<file path="config.mk">
export PLATFORM = sky130hd
export DESIGN_NAME = line_follow_controller_flat
export DESIGN_NICKNAME = d
export VERILOG_FILES = /design/src/rtl/line_follow_controller_if.sv /design/src/rtl/line_follow_controller.sv /design/src/flat_wrapper.sv
export SDC_FILE = /design/constraint.sdc
export NUM_CORES = 1
export LEC_CHECK = 0
export CORE_AREA = 2 2 67 69
export CTS_CLUSTER_SIZE = 24
export DETAILED_ROUTE_END_ITERATION = 6
export DIE_AREA = 0 0 69 71
export PLACE_DENSITY = 0.82
export SLEW_MARGIN = 10
export SYNTH_ARGS = -nofsm -noshare
export SYNTH_HDL_FRONTEND = slang
export SYNTH_SLANG_ARGS = --single-unit
</file>
<file path="constraint.sdc">
create_clock -name clk -period 4.2 [get_ports clk]
set_input_delay 0.84 -clock clk [delete_from_list [all_inputs] [get_ports clk]]
set_output_delay 0.84 -clock clk [all_outputs]
set_load 0.05 [all_outputs]
</file>
<file path="src/rtl/line_follow_controller_if.sv">
// Sensor inputs, run request and motor/status outputs of the line-follow controller.
interface line_follow_controller_if;
    logic       enable;
    logic       sensorLeft;
    logic       sensorCenter;
    logic       sensorRight;
    logic [7:0] leftSpeed;
    logic [7:0] rightSpeed;
    logic [2:0] state;
    logic       lost;

    modport master (
        output enable, sensorLeft, sensorCenter, sensorRight,
        input  leftSpeed, rightSpeed, state, lost
    );

    modport slave (
        input  enable, sensorLeft, sensorCenter, sensorRight,
        output leftSpeed, rightSpeed, state, lost
    );
endinterface

</file>
<file path="src/rtl/line_follow_controller.sv">
// Three-sensor line follower: steers two wheel duties, searches when the line is
// lost for too long and halts if the search times out.
module line_follow_controller #(
    parameter logic [7:0]  SPEED_FULL     = 8'd200,
    parameter logic [7:0]  SPEED_TURN     = 8'd80,
    parameter logic [16:0] LOST_TIMEOUT   = 17'd50000,
    parameter logic [16:0] SEARCH_TIMEOUT = 17'd100000
) (
    input logic                     clk,
    input logic                     reset,
    line_follow_controller_if.slave bus
);
    localparam int unsigned CNT_W = 17;
    localparam logic [CNT_W-1:0] LOST_LAST   = LOST_TIMEOUT - CNT_W'(1);
    localparam logic [CNT_W-1:0] SEARCH_LAST = SEARCH_TIMEOUT - CNT_W'(1);

    typedef enum logic [2:0] {
        IDLE       = 3'd0,
        FORWARD    = 3'd1,
        VEER_LEFT  = 3'd2,
        VEER_RIGHT = 3'd3,
        SEARCH     = 3'd4,
        HALT       = 3'd5
    } state_t;

    state_t           stateQ, stateD;
    logic [CNT_W-1:0] lostCountQ, lostCountD;
    logic [CNT_W-1:0] searchCountQ, searchCountD;
    logic             lastDirQ, lastDirD;
    logic [7:0]       leftSpeedQ, leftSpeedD;
    logic [7:0]       rightSpeedQ, rightSpeedD;
    logic             lostQ, lostD;
    logic [2:0]       pattern;

    function automatic logic [CNT_W-1:0] satInc(input logic [CNT_W-1:0] c);
        return (c == '1) ? c : c + CNT_W'(1);
    endfunction

    always_ff @(posedge clk) begin
        if (reset) begin
            stateQ       <= IDLE;
            lostCountQ   <= '0;
            searchCountQ <= '0;
            lastDirQ     <= 1'b0;
            leftSpeedQ   <= '0;
            rightSpeedQ  <= '0;
            lostQ        <= 1'b0;
        end else begin
            stateQ       <= stateD;
            lostCountQ   <= lostCountD;
            searchCountQ <= searchCountD;
            lastDirQ     <= lastDirD;
            leftSpeedQ   <= leftSpeedD;
            rightSpeedQ  <= rightSpeedD;
            lostQ        <= lostD;
        end
    end

    always_comb begin
        stateD       = stateQ;
        lostCountD   = lostCountQ;
        searchCountD = searchCountQ;
        lastDirD     = lastDirQ;
        leftSpeedD   = '0;
        rightSpeedD  = '0;
        lostD        = 1'b0;
        pattern      = {bus.sensorLeft, bus.sensorCenter, bus.sensorRight};

        if (!bus.enable) begin
            stateD       = IDLE;
            lostCountD   = '0;
            searchCountD = '0;
        end else begin
            case (stateQ)
                IDLE: stateD = FORWARD;
                FORWARD, VEER_LEFT, VEER_RIGHT, SEARCH: begin
                    if (pattern == 3'b000) begin
                        // Line gone: time out tracking into search, then search into halt
                        if (stateQ == SEARCH) begin
                            if (searchCountQ == SEARCH_LAST) stateD = HALT;
                            searchCountD = satInc(searchCountQ);
                        end else if (lostCountQ == LOST_LAST) begin
                            stateD     = SEARCH;
                            lostCountD = '0;
                        end else begin
                            lostCountD = satInc(lostCountQ);
                        end
                    end else begin
                        lostCountD   = '0;
                        searchCountD = '0;
                        case (pattern)
                            3'b010, 3'b111: stateD = FORWARD;
                            3'b100, 3'b110: stateD = VEER_LEFT;
                            3'b001, 3'b011: stateD = VEER_RIGHT;
                            default:        stateD = stateQ;
                        endcase
                    end
                end
                HALT:    stateD = HALT;
                default: stateD = IDLE;
            endcase
        end

        if (stateD == VEER_LEFT)  lastDirD = 1'b0;
        if (stateD == VEER_RIGHT) lastDirD = 1'b1;

        // Outputs are registered alongside the state they describe
        case (stateD)
            FORWARD: begin
                leftSpeedD  = SPEED_FULL;
                rightSpeedD = SPEED_FULL;
            end
            VEER_LEFT: begin
                leftSpeedD  = SPEED_TURN;
                rightSpeedD = SPEED_FULL;
            end
            VEER_RIGHT: begin
                leftSpeedD  = SPEED_FULL;
                rightSpeedD = SPEED_TURN;
            end
            SEARCH: begin
                leftSpeedD  = lastDirD ? SPEED_TURN : 8'd0;
                rightSpeedD = lastDirD ? 8'd0 : SPEED_TURN;
            end
            HALT:    lostD = 1'b1;
            default: ;
        endcase
    end

    assign bus.state      = stateQ;
    assign bus.leftSpeed  = leftSpeedQ;
    assign bus.rightSpeed = rightSpeedQ;
    assign bus.lost       = lostQ;
endmodule

</file>
<file path="src/flat_wrapper.sv">
// flat-port wrapper written by rule: the top's interface ports become plain ports
module line_follow_controller_flat 
#(
    parameter logic [7:0]  SPEED_FULL     = 8'd200,
    parameter logic [7:0]  SPEED_TURN     = 8'd80,
    parameter logic [16:0] LOST_TIMEOUT   = 17'd50000,
    parameter logic [16:0] SEARCH_TIMEOUT = 17'd100000
)
  (clk, reset, bus_enable, bus_sensorLeft, bus_sensorCenter, bus_sensorRight, bus_leftSpeed, bus_rightSpeed, bus_state, bus_lost);
  line_follow_controller_if bus_i ();
  input logic clk;
  input logic reset;
  input wire logic [$bits(bus_i.enable)-1:0] bus_enable;
  input wire logic [$bits(bus_i.sensorLeft)-1:0] bus_sensorLeft;
  input wire logic [$bits(bus_i.sensorCenter)-1:0] bus_sensorCenter;
  input wire logic [$bits(bus_i.sensorRight)-1:0] bus_sensorRight;
  output wire logic [$bits(bus_i.leftSpeed)-1:0] bus_leftSpeed;
  output wire logic [$bits(bus_i.rightSpeed)-1:0] bus_rightSpeed;
  output wire logic [$bits(bus_i.state)-1:0] bus_state;
  output wire logic [$bits(bus_i.lost)-1:0] bus_lost;
  assign bus_i.enable = bus_enable;
  assign bus_i.sensorLeft = bus_sensorLeft;
  assign bus_i.sensorCenter = bus_sensorCenter;
  assign bus_i.sensorRight = bus_sensorRight;
  assign bus_leftSpeed = bus_i.leftSpeed;
  assign bus_rightSpeed = bus_i.rightSpeed;
  assign bus_state = bus_i.state;
  assign bus_lost = bus_i.lost;
  line_follow_controller #(.SPEED_FULL(SPEED_FULL), .SPEED_TURN(SPEED_TURN), .LOST_TIMEOUT(LOST_TIMEOUT), .SEARCH_TIMEOUT(SEARCH_TIMEOUT)) u_core (.clk(clk), .reset(reset), .bus(bus_i));
endmodule
</file>
# After elaboration in Yosys (flattened, before gate mapping)
# Cells that the tools add are included.
# classes
n_reduce_logical	11
bitwise_logic	1
add_sub_neg	2
mux	21
eq_ne	24
# op_table
cell	n
$mux W17	7
$eq A17 B17 Y1 const B	3
$pmux W8 S3	2
$add A17 B1 Y17 const B	2
$eq A3 B3 Y1 const B	7
$eq A3 B2 Y1 const B	6
$pmux W3 S3	2
$eq A17 B16 Y1 const B	1
$mux W3	5
$mux W7	2
$reduce_or A2 Y1	6
$eq A3 B1 Y1 const B	3
$logic_not A3 Y1	2
$ne A2 B2 Y1 const B	3
$reduce_and A3 Y1	2
$reduce_or A4 Y1	1
$mux W1	3
$ne A3 B3 Y1 const B	1
$not A1 Y1	1
# totals
output_inout_bits	20
reg_bits	55

# Logic depth before layout (Yosys ltp)
# depth
word_depth	11
mapped_depth	12
ltp_nobuf	11

# Worst setup path after synthesis
# OpenSTA, ideal clock, no wires.
# synth_path
path_kind	input port to flip-flop
startpoint	input bus_sensorLeft
endpoint	register u_core.rightSpeedQ[3], in the netlist u_core.bus.rightSpeed[3]
cell_stages	9
setup_ns	0.071
required_time_ns	4.129
t_arrival_ns	2.565
slack_ns	1.564
cell_sequence	clkbuf_1 > inv_1 > ha_1 > nand2_1 > o21ai_0 > or4_1 > clkbuf_1 > or2_1 > a21oi_1
# synth_between
elab_chain_cells	9
elab_cells_between_ends	20
cone_classes	eq/ne: 10; mux: 5; reduce/logical: 5
# synth_rtl
element	line_no	source
start, declared	flat_wrapper.sv:14	input wire logic [$bits(bus_i.sensorLeft)-1:0] bus_sensorLeft;
$eq A3 B1 Y1 (tied with other cells)	line_follow_controller.sv:91	case (pattern)
$reduce_or A2 Y1	line_follow_controller.sv:91	
$pmux W3 S3	line_follow_controller.sv:91	
$mux W3 (*)	line_follow_controller.sv:77	if (pattern == 3'b000) begin
$pmux W3 S3 (*)	line_follow_controller.sv:74	case (stateQ)
$mux W3 (*)	line_follow_controller.sv:69	if (!bus.enable) begin
$eq A3 B1 Y1 / $eq A3 B2 Y1 (equally long branches)	line_follow_controller.sv:108	case (stateD)
$reduce_or A2 Y1 (no source line)	-	
$pmux W8 S3 (*)	line_follow_controller.sv:108	
end signal, assigned	line_follow_controller.sv:54	rightSpeedQ <= rightSpeedD;
end, declared	line_follow_controller.sv:31	logic [7:0] rightSpeedQ, rightSpeedD;
# Every way passes the cells marked *; elsewhere a longest branch is shown, timed or not.
# A chain may end at the register's enable or synchronous reset.

# Worst setup path in the final report
# Ends and elaborated chain as after synthesis.

==> qor.yml <==
status:
  status: "finished clean"
route:
  met3WireLength_um: 137
  top_layer_used: "met4"
  routed_via_density: 5.627
  wl_per_cell_um: 13.39
  num_vias: 2009
  route.layer.met1.wl_um: 2219
  drc: 0
  finalWirelength_um: 4779
  drt_iter0_drc: 97
  dr_wl_met2_um: 2356
  dr.pass1.iters: 4
  antenna_left: 0
power_and_ir_drop:
  leakage_nw: 0.9133
  pwr_density_cell_nw_per_um2: 301.0
  peakVddDrop_mv: 0.2231
sta:
  tightest_slew_ns: 0.5350
  skew_ns: 0.01088
  hold_viol: 0
  fin_ws_ns: 1.307
  setup_viol: 0
  maxSlewViolCount: 0
  slew_headroom_pct: 64.06
  fmax_mhz: 345.7
  fin_crit_sh_pct: 68.87
  post-route-min-period_ns: 2.893
  setup_tns_ns: 0
  rsz0062_at_grt: "no"
clock_network:
  clock_latency_ns: 0.30
  clkSinkCount: 45
  numCtsBuffers: 5
  cts_tree: "built"
  clock_path_buffers: 2
  htreeDepth: 2
  cts_hold_buffers: 0
  cts-root-buf: "clkbuf_8"
  cts_resized: 0
  clk_pin_slew_worst_paths_ns: 0.09
  post_cts_buffers: 0
finish:
  antenna_cells: 0
  drive_gt1_share_pct: 6.885
  nets: 316
  area_growth_pct: 10.17
floorplanning:
  die_area_um2: 4899
  rows: 24
  core_um2: 4204
  die_h_um: 71
  die_w_um: 69
  ioPinCount: 26
  start_util_pct: 57.38
global_route:
  grt_pass1_wl_um: 8293
  grt_usage_pct: 20.71
  antenna_found_initial: 0
  grt_overflow: 0
  grt_pass1_vias: 1850
  grt_max_degree: 15
placed_design:
  io_buffers: 17
  dp_hpwl_um: 3462
  dp_slack_ns: 1.034
  routabilityCongestion: 0.8231
logic_synthesis:
  syn_inst: 293
  synth_top_family_by_area: "simple AND/OR/NAND/NOR gates"
  synth_edf_count: 0
  async_flop_share_pct: 0
  yosysTopAreaCell: "dfxtp_1"
  synth-adder-area-share_pct: 2.593
  synth_top_area_share_pct: 37.34
  synth.distinct_cells: 53
  synth_area_leaders: "dfxtp_1, nor2_1, xor2_1"
  muxShareOfSynthArea_pct: 0.4149
  syn-cell-area_um2: 2412
  avgSynthCellArea_um2: 8.233
  synthFlopType: "dfxtp_1"
  seq_area_frac_synth_pct: 37.34
  yosys.area_share.simple_pct: 31.38
  ys_warn_count: 0
  synthXorXnorAreaFrac_pct: 9.803
  synth_compound_area_share_pct: 12.24
  ys_ff_latch: 45
critical_path:
  cp-start-kind: "input pin"
  crit_fanout: 10
  required_ns: 4.43
  rr_startpoint: "u_core.lostCountQ[4]"
  cp-startpoint: "bus_sensorLeft"
  r2r_cells: 10
  cp.arrival_ns: 3.12
  path_class: "input pin to flip-flop"
  crit_path_end_kind: "flip-flop"
worst_hold_path:
  hold_path.class: "flip-flop to flip-flop"
  min_delay_path_depth: 2
  worstHoldStart: "u_core.lastDirQ"
flow_run:
  maxCapViolCount: 0
==> metal layers <==
metal  vias to the layer above  global-route usage [%]
met5                         -                       0
met1                       935                   25.60
met2                        31                   35.68
met4                         0                   8.497
li1                       1038                       -
met3                         5                   3.846
==> area by class of cell <==
| type | instances | area, um^2 |
|---|---|---|
| fillers | 389 | 1546 |
| well taps | 52 | 65.06 |
| inverters | 6 | 22.52 |
| repair buffers | 20 | 192.7 |
| clock inverters | 2 | 16.27 |
| flip-flops and latches | 45 | 900.9 |
| clock buffers | 5 | 68.82 |
| multi-input cells | 227 | 1391 |
==> final timing paths <==
kind / to / slack (ns)
worst max-delay path: u_core.bus.rightSpeed[3] / 1.31
worst min-delay path: u_core.lastDirQ / 0.47
worst max register to register: u_core.lostCountQ[10] / 1.33
worst min register to register: u_core.lastDirQ / 0.47
==> state kept, by name, summed over array words and instances (netlist names) <==
name,flops
u_core.lastDirQ,1
u_core.bus.lost,1
u_core.bus.rightSpeed,3
u_core.bus.leftSpeed,3
u_core.bus.state,3
u_core.lostCountQ,17
u_core.searchCountQ,17
==> placed cells by master (no fill, tap or decap), types with 2 or more instances in the layout <==
| cell type | count |
|---|---|
| nand4b_1 | 2 |
| nand3_1 | 19 |
| inv_1 | 6 |
| and3_1 | 5 |
| xnor2_1 | 10 |
| nand2_1 | 22 |
| nor2_1 | 42 |
| clkdlybuf4s50_1 | 17 |
| o21ai_0 | 11 |
| xor2_1 | 17 |
| and4_1 | 2 |
| nor3_1 | 12 |
| conb_1 | 8 |
| nand2b_1 | 3 |
| or3b_2 | 2 |
| nand4_1 | 6 |
| o21ai_1 | 2 |
| or3_1 | 7 |
| nor2b_1 | 2 |
| ha_1 | 5 |
| dfxtp_1 | 45 |
| buf_4 | 3 |
| a21oi_1 | 17 |
| nor4b_1 | 3 |
| clkbuf_8 | 5 |
| nor4bb_1 | 2 |
| nor3b_1 | 2 |
==> worst max-delay path, cell delays in order <==
cell and delay [ns]:
clkdlybuf4s50_1 0.66, inv_1 0.08, ha_1 0.35, nand2_1 0.09, o21ai_0 0.08, or4_1 0.60
or2_1 0.27, a21oi_1 0.15
==> report_power, final <==
part | internal, W | switching (W) | leakage (nW) | total, W
clock network | 0.000115 | 0.000148 | 0.0402 | 0.000262
registers | 0.000431 | 0.00000358 | 0.364 | 0.000434
logic | 0.0000296 | 0.0000736 | 0.509 | 0.000103
==> stage by stage <==
step	utilization, %	cell area (um^2)	hold slack, ns	total power [W]	instances
2_1_floorplan	-	2439	0.4319	0.0005276	300
3_3_place_gp	61.19	2572	0.4436	0.0005462	350
3_5_place_dp	61.19	2572	0.4604	0.0005470	350
4_1_cts	63.21	2658	0.4723	0.0008073	357
5_1_grt	63.21	2658	0.5027	0.0008307	357
6_report	63.21	2658	0.4684	0.0008000	357
==> cell usage after synthesis, types with 2 or more instances <==
master / instances
and4_1: 2
nand2_1: 22
nor2b_1: 2
dfxtp_1: 45
nor4bb_1: 2
ha_1: 5
xor2_1: 17
nor2_1: 42
xnor2_1: 10
inv_1: 6
nor3_1: 12
clkbuf_1: 9
nand4b_1: 2
or3_1: 7
a21oi_1: 17
o21ai_0: 11
buf_2: 3
nand4_1: 6
nand2b_1: 3
and3_1: 5
nor3b_1: 2
nand3_1: 19
buf_4: 10
o21ai_1: 2
nor4b_1: 3
or3b_2: 2
==> kinds of logic after synthesis <==
kind of cell / after synthesis
AO/OA/AOI/OAI: 44
XOR/XNOR: 27
adder cells (fa/ha/maj): 5
buffers and inverters: 28
flip-flops: 45
multiplexers: 1
other: 1
AND/OR/NAND/NOR: 142
No activity file was read; power rests on OpenSTA's default activity.
